<file path="src/rtl/serial_adder_full_adder.sv">
// Full adder cell made from two half adders; the two partial carries are ORed.
module full_adder (
  input  logic a,
  input  logic b,
  input  logic cin,
  output logic s,
  output logic cout
);

  logic w_s1;
  logic w_c1;
  logic w_c2;

  half_adder u_ha0 (
    .i_a (a),
    .i_b (b),
    .o_s (w_s1),
    .o_c (w_c1)
  );

  half_adder u_ha1 (
    .i_a (w_s1),
    .i_b (cin),
    .o_s (s),
    .o_c (w_c2)
  );

  // Both partial carries can never be high together, so OR is exact.
  assign cout = w_c1 | w_c2;

endmodule

</file>
<file path="src/rtl/serial_adder_half_adder.sv">
// Half adder cell: sum and carry of two input bits.
module half_adder (
  input  logic i_a,
  input  logic i_b,
  output logic o_s,
  output logic o_c
);

  assign o_s = i_a ^ i_b;
  assign o_c = i_a & i_b;

endmodule

</file>
<file path="src/rtl/serial_adder.sv">
// Bit-serial adder: one full-adder cell, LSB first, one bit per clock.
// sum/cout are registered and only update on the last-bit edge or reset.
module serial_adder #(
  parameter int WIDTH = 8
) (
  input  logic             clk,
  input  logic             rst,
  input  logic             start,
  input  logic [WIDTH-1:0] a,
  input  logic [WIDTH-1:0] b,
  output logic             busy,
  output logic             done,
  output logic [WIDTH-1:0] sum,
  output logic             cout
);

  // state | meaning
  // IDLE  | waiting for start
  // RUN   | one operand bit added per cycle
  // DONE  | single cycle, result just became valid
  localparam logic [1:0] IDLE = 2'd0;
  localparam logic [1:0] RUN  = 2'd1;
  localparam logic [1:0] DONE = 2'd2;

  typedef enum logic [1:0] {
    ST_IDLE = IDLE,
    ST_RUN  = RUN,
    ST_DONE = DONE
  } state_t;

  localparam int CNT_W = ($clog2(WIDTH) < 1) ? 1 : $clog2(WIDTH);

  state_t             r_state;
  state_t             w_state_nxt;
  logic [WIDTH-1:0]   r_a_sr;
  logic [WIDTH-1:0]   r_b_sr;
  logic [WIDTH-1:0]   r_s_sr;
  logic               r_carry;
  logic [CNT_W-1:0]   r_cnt;
  logic [WIDTH-1:0]   r_sum;
  logic               r_cout;

  logic               w_s;
  logic               w_co;
  logic               w_accept;
  logic               w_run;
  logic               w_last;
  logic [WIDTH-1:0]   w_s_shift;

  full_adder u_fa (
    .a    (r_a_sr[0]),
    .b    (r_b_sr[0]),
    .cin  (r_carry),
    .s    (w_s),
    .cout (w_co)
  );

  assign w_run     = (r_state == ST_RUN);
  assign w_accept  = start && ((r_state == ST_IDLE) || (r_state == ST_DONE));
  assign w_last    = w_run && (r_cnt == CNT_W'(WIDTH - 1));
  assign w_s_shift = {w_s, r_s_sr[WIDTH-1:1]};

  always_comb begin
    w_state_nxt = r_state;
    case (r_state)
      ST_IDLE: if (start) w_state_nxt = ST_RUN;
      ST_RUN:  if (w_last) w_state_nxt = ST_DONE;
      ST_DONE: w_state_nxt = start ? ST_RUN : ST_IDLE;
      default: w_state_nxt = ST_IDLE;
    endcase
  end

  always_ff @(posedge clk) begin
    if (rst) begin
      r_state <= ST_IDLE;
    end else begin
      r_state <= w_state_nxt;
    end
  end

  always_ff @(posedge clk) begin
    if (rst) begin
      r_a_sr  <= '0;
      r_b_sr  <= '0;
      r_s_sr  <= '0;
      r_carry <= 1'b0;
      r_cnt   <= '0;
      r_sum   <= '0;
      r_cout  <= 1'b0;
    end else if (w_accept) begin
      r_a_sr  <= a;
      r_b_sr  <= b;
      r_carry <= 1'b0;
      r_cnt   <= '0;
    end else if (w_run) begin
      r_a_sr  <= {1'b0, r_a_sr[WIDTH-1:1]};
      r_b_sr  <= {1'b0, r_b_sr[WIDTH-1:1]};
      r_s_sr  <= w_s_shift;
      r_carry <= w_co;
      r_cnt   <= r_cnt + CNT_W'(1);
      // Final bit bypasses S_sr so the result lands on the same edge.
      if (w_last) begin
        r_sum  <= w_s_shift;
        r_cout <= w_co;
      end
    end
  end

  assign busy = (r_state == ST_RUN);
  assign done = (r_state == ST_DONE);
  assign sum  = r_sum;
  assign cout = r_cout;

endmodule

</file>
<file path="config.mk">
export PLATFORM = sky130hd
export DESIGN_NAME = serial_adder
export DESIGN_NICKNAME = d
export VERILOG_FILES = /design/src/rtl/serial_adder_full_adder.sv /design/src/rtl/serial_adder_half_adder.sv /design/src/rtl/serial_adder.sv
export SDC_FILE = /design/constraint.sdc
export NUM_CORES = 1
export LEC_CHECK = 0
export ABC_AREA = 1
export BUFFER_PORTS_ARGS = -buffer_cell sky130_fd_sc_hd__buf_2
export CAP_MARGIN = 20
export CELL_PAD_IN_SITES_DETAIL_PLACEMENT = 1
export CELL_PAD_IN_SITES_GLOBAL_PLACEMENT = 1
export CORE_MARGIN = 2
export CORE_UTILIZATION = 39
export CTS_CLUSTER_DIAMETER = 80
export DETAILED_ROUTE_END_ITERATION = 8
export PLACE_DENSITY_LB_ADDON = 0.1
export SLEW_MARGIN = 20
export SYNTH_ARGS = -nofsm -noshare
export SYNTH_HDL_FRONTEND = slang
export SYNTH_HIERARCHICAL = 1
export SYNTH_SLANG_ARGS = --single-unit
</file>
<file path="constraint.sdc">
create_clock -name clk -period 1.65 [get_ports clk]
set_input_delay 0.165 -clock clk [delete_from_list [all_inputs] [get_ports clk]]
set_output_delay 0.165 -clock clk [all_outputs]
set_load 0.01 [all_outputs]
</file>
# Word-level counts from Yosys, hierarchy flattened

Index checks and enable logic that the tools add are counted.

Eq/ne operators: 5
Add/sub/neg operators: 1
Mux-type cells: 8
Reductions and logical operators: 9
Bitwise gates (word level): 6

Operator list:

| cell                                                | number |
|---|---|
| two-way mux 8 bit                                   | 4 |
| one-hot mux 2 bit (3 select lines)                  | 1 |
| two-way mux 2 bit                                   | 2 |
| AND reduction 2 bit                                 | 2 |
| adder 3 x 1 -> 3 bit, second input constant         | 1 |
| equality test 3 bit, second input constant          | 1 |
| AND reduction 3 bit                                 | 1 |
| AND 1 bit                                           | 2 |
| equality test 2 x 1 -> 1 bit, second input constant | 1 |
| equality test 2 bit, second input constant          | 1 |
| logical AND 1 bit                                   | 2 |
| logical NOT 2 bit                                   | 1 |
| != test 2 x 1 -> 1 bit, second input constant       | 1 |
| != test 2 bit, second input constant                | 1 |
| nonzero test 2 bit                                  | 1 |
| OR reduction 2 bit                                  | 1 |
| bitwise XOR 1 bit                                   | 2 |
| logical OR 1 bit                                    | 1 |
| two-way mux 1 bit                                   | 1 |
| NOT 1 bit                                           | 1 |
| bitwise OR 1 bit                                    | 1 |

Output and inout port bits: 11
Word-level logic and storage cells: 37
Flip-flop bits (word level): 39

# Depth between registers and ports, before layout

Depth in word-level cells: 5
Mapped depth: 8
Mapped depth without buffers: 8

# Modules after synthesis

The synthesis kept the hierarchy.

By module, submodules not included:

| module       | area an instance (um2) | sequential area each (um2) | instances | cells each |
|---|---|---|---|---|
| serial_adder | 1692.9                 | 760.7                      | 1         | 224 |
| half_adder   | 12.5                   | 0.0                        | 2         | 1 |
| full_adder   | 11.3                   | 0.0                        | 1         | 3 |

# Worst setup path before layout

No wires, ideal clock.

Path type: register to register
Start: register r_a_sr[0]
End: register r_s_sr[7]
Cell stages (with the launch flop): 5
Required time: 1.534 ns
Library setup time: 0.116 ns
Arrival: 1.072 ns
Path slack: 0.462 ns
Clock period less this slack: 1.188 ns
Cells stage by stage: dfxtp_1 > ha_1 > ha_1 > o21ai_0 > nor2_1

Longest elaborated chain between the ends: 2

RTL lines:

| item                   | line                          | RTL |
|---|---|---|
| start, declared        | serial_adder.sv:35            | `logic [WIDTH-1:0] r_a_sr;` |
| start signal, assigned | serial_adder.sv:96            | `r_a_sr <= {1'b0, r_a_sr[WIDTH-1:1]};` |
| bitwise XOR 1 bit      | serial_adder_half_adder.sv:9  | `assign o_s = i_a ^ i_b;` |
| net u_fa.w_s1          | serial_adder_full_adder.sv:10 | `logic w_s1;` |
| bitwise XOR 1 bit      | serial_adder_half_adder.sv:9  |  |
| net w_s                | serial_adder.sv:43            | `logic w_s;` |
| end signal, assigned   | serial_adder.sv:98            | `r_s_sr <= w_s_shift;` |
| end, declared          | serial_adder.sv:37            | `logic [WIDTH-1:0] r_s_sr;` |

The timed path passes the listed nets, and every way through them passes these cells.
A chain may end at the register's enable or synchronous reset.

# Worst setup path after layout

Start: register r_state[0]
End: output port busy

Longest elaborated chain between the ends: 1

RTL lines:

| item                         | line                | RTL |
|---|---|---|
| start, declared              | serial_adder.sv:33  | `state_t r_state;` |
| start signal, assigned       | serial_adder.sv:77  | `r_state <= w_state_nxt;` |
| equality test 2 x 1 -> 1 bit | serial_adder.sv:109 | `assign busy = (r_state == ST_RUN);` |
| end, declared                | serial_adder.sv:11  | `output logic busy,` |

No other way between the ends.

==> flow_metrics.env <==
export IMPL_status="complete, no violations"
export IMPL_r2r_end="cout"
export IMPL_cts_root_buffer="clkbuf_8"
export IMPL_fin_cells=311
export IMPL_clkLatencyLatePin_ns=0.29
export IMPL_r2r_slack_ns=0.29
export IMPL_syn_area_sq_um=1729
export IMPL_required_ns=1.48
export IMPL_p_total_mw=1.917
export IMPL_peakVddDrop_mv=0.4865
export IMPL_syn_to_final_growth_pct=12.88
export IMPL_worstMarginPinSlew_ns=0.4439
export IMPL_htree_levels=2
export IMPL_place_hpwl_um=2549
export IMPL_ys_ff_latch=38
export IMPL_setup_tns_ns=0
export IMPL_timing_final_crit_share_pct=93.17
export IMPL_drv_slew=0
export IMPL_hold_class="in -> reg"
export IMPL_netlist_instances=229
export IMPL_regArea_sq_um=760.7
export IMPL_vias=1444
export IMPL_drive_gt1_share_pct=21.62
export IMPL_post_cts_buffers=0
export IMPL_fin_crit_ns=1.537
export IMPL_grt_setup_unrepaired="no"
export IMPL_cts_made_buffers=5
export IMPL_grt_pass1_wl_um=6506
export IMPL_multi_input_area_sq_um=752.0
export IMPL_pin_count=30
export IMPL_synth_net_count=252
export IMPL_initial_core_util_pct=39.99
export IMPL_die_area_sq_um=4982
export IMPL_cp_endpoint="busy"
export IMPL_p_leak_nw=0.9662
export IMPL_cts_reportedPaths_clkPinSlew_ns=0.07
export IMPL_core_area_sq_um=4324
export IMPL_cts_repair_resized=0
export IMPL_cts_tree="yes"
export IMPL_die_x_um=70.59
export IMPL_gp_congestion=0.6721
export IMPL_wirelength_um=3626
export IMPL_nets=281
export IMPL_worstSetupPathType="reg -> out"
export IMPL_setup_viol=0
export IMPL_ant_nets=0
export IMPL_grt_max_degree=29
export IMPL_cp_max_fo=17
export IMPL_critPathArrivalTime_ns=1.37
export IMPL_fillers=564
export IMPL_drv_cap=0
export IMPL_fmax_ghz=0.6505
export IMPL_cts_hold_buf=0
export IMPL_avgSynthCellArea_sq_um=7.551
export IMPL_netlist_cell_type_count=25
export IMPL_synth_warning_count=6
export IMPL_slew_headroom_pct=70.37
export IMPL_gr_total_overflow=0
export IMPL_cts_max_path_buffers=2
export IMPL_cts_sinks=38
export IMPL_die_h_um=70.59
export IMPL_setup_worst_path_start_class="flip-flop"
export IMPL_startpoint="r_state[0]"
export IMPL_synth_seq_area_share_pct=43.99
export IMPL_wl_per_cell_um=11.66
export IMPL_hold_violations=0
export IMPL_fp_row_count=24
export IMPL_io_buffers=29
export IMPL_power_per_cell_area_nw_per_um2=982.3
export IMPL_worstReg2RegStart="r_state[1]"
export IMPL_via_per_inst=4.643
export IMPL_drc=0
export IMPL_skew_ns=0.006901
export IMPL_antenna_found_initial=0
export IMPL_end_kind="primary output"
export IMPL_track_usage_pct=16.47
export IMPL_worst_r2r_cell_count=6
export IMPL_drt_initial_drc_count=41
export IMPL_dp_cells=303
export IMPL_firstDrtPassIters=4
export IMPL_grt_pass1_vias=1403
export IMPL_n_antenna_cell=0
-- cell usage after synthesis, drive strengths merged --
cell type   n  area, sq um
a21oi      15        86.34
nor2       48        204.0
nand2      45        210.2
xor2        1        8.760
nand3      14        75.07
dfxtp      38        760.7
ha          4        50.05
a211oi      1        7.510
buf         6        82.57
o21ai      22        110.1
clkbuf      2        7.510
inv        33        126.4
-- area by class of cell --
type	count	share of cell area [%]
flip-flops and latches	38	38.97
multi-input cells	150	38.53
repair buffers	30	7.821
inverters	33	6.474
clock buffers	6	4.231
well taps	52	3.333
clock inverters	2	0.6410
-- where the power goes --
part / internal, mW / switching (mW) / total [mW]
clock: 0.336 / 0.326 / 0.662
combinational: 0.0917 / 0.158 / 0.250
sequential: 0.972 / 0.0332 / 1.01
-- through the flow --
stage | hold slack, ns | area, sq um | util (%) | setup WS, ns
after floorplan | 0.2998 | 1729 | - | 0.4621
after global placement | 0.4004 | 1857 | 42.94 | 0.2726
after detailed placement | 0.4154 | 1857 | 42.94 | 0.2610
after CTS | 0.1073 | 1952 | 45.14 | 0.07905
after global routing | 0.09858 | 1952 | 45.14 | 0.004984
final | 0.1115 | 1952 | 45.14 | 0.1127
-- worst max-delay path, cell delays in order, from the launching register on --
cell and delay, ns:
dfxtp_1 0.52, inv_4 0.11, nor2_8 0.26, buf_2 0.19
-- cells in the final DEF, fill, tap and decap left out --
cell type,synthesis,final
inv_4,1,1
nand2_1,38,38
clkinvlp_4,0,1
nand2_8,1,1
buf_4,0,1
inv_2,4,4
dfxtp_1,38,38
clkbuf_8,0,6
o21ai_0,21,21
clkinv_2,0,1
a21oi_2,3,3
nor2_4,1,1
ha_1,4,4
inv_1,28,28
o21ai_1,1,1
buf_2,1,29
a211oi_1,1,1
nand2_2,4,4
nor2_8,1,1
a21oi_1,12,12
nor2_1,46,46
nand2_4,2,2
xor2_1,1,1
nand3_1,13,13
nand3_2,1,1
-- metal layers --
metal	part of all wire [%]	GRT usage, %	up-vias
li1	-	-	764
met1	49	21.72	652
met2	46	25.79	22
met3	3.5	4.701	6
met4	1.7	6.289	0
met5	0	0	-
-- cells by family after synthesis --
| logic type | count (synthesis) | share of synthesized area (%) |
|---|---|---|
| simple gates | 107 | 28.29 |
| fa+ha+maj | 4 | 2.894 |
| compound gates | 38 | 11.79 |
| xor+xnor | 1 | 0.5066 |
| flops | 38 | 43.99 |
| buf+inv | 41 | 12.52 |
-- state kept, by name, summed over array words and instances, names as in the netlist --
| signal | flops |
|---|---|
| r_cnt | 3 |
| sum | 8 |
| cout | 1 |
| r_s_sr | 7 |
| r_a_sr | 8 |
| r_state | 2 |
| r_carry | 1 |
| r_b_sr | 8 |
-- worst min path at each step --
stage                     start         to  slack (ns)  cells past startpoint
after floorplan            b[7]  r_b_sr[7]        0.30                      2
after global placement     b[7]  r_b_sr[7]        0.40                      3
after detailed placement   b[7]  r_b_sr[7]        0.42                      3
after CTS                  b[7]  r_b_sr[7]        0.11                      3
after global routing       b[7]  r_b_sr[7]         0.1                      3
final                      b[7]  r_b_sr[7]        0.11                      3
(Power assumes the default switching activity.)
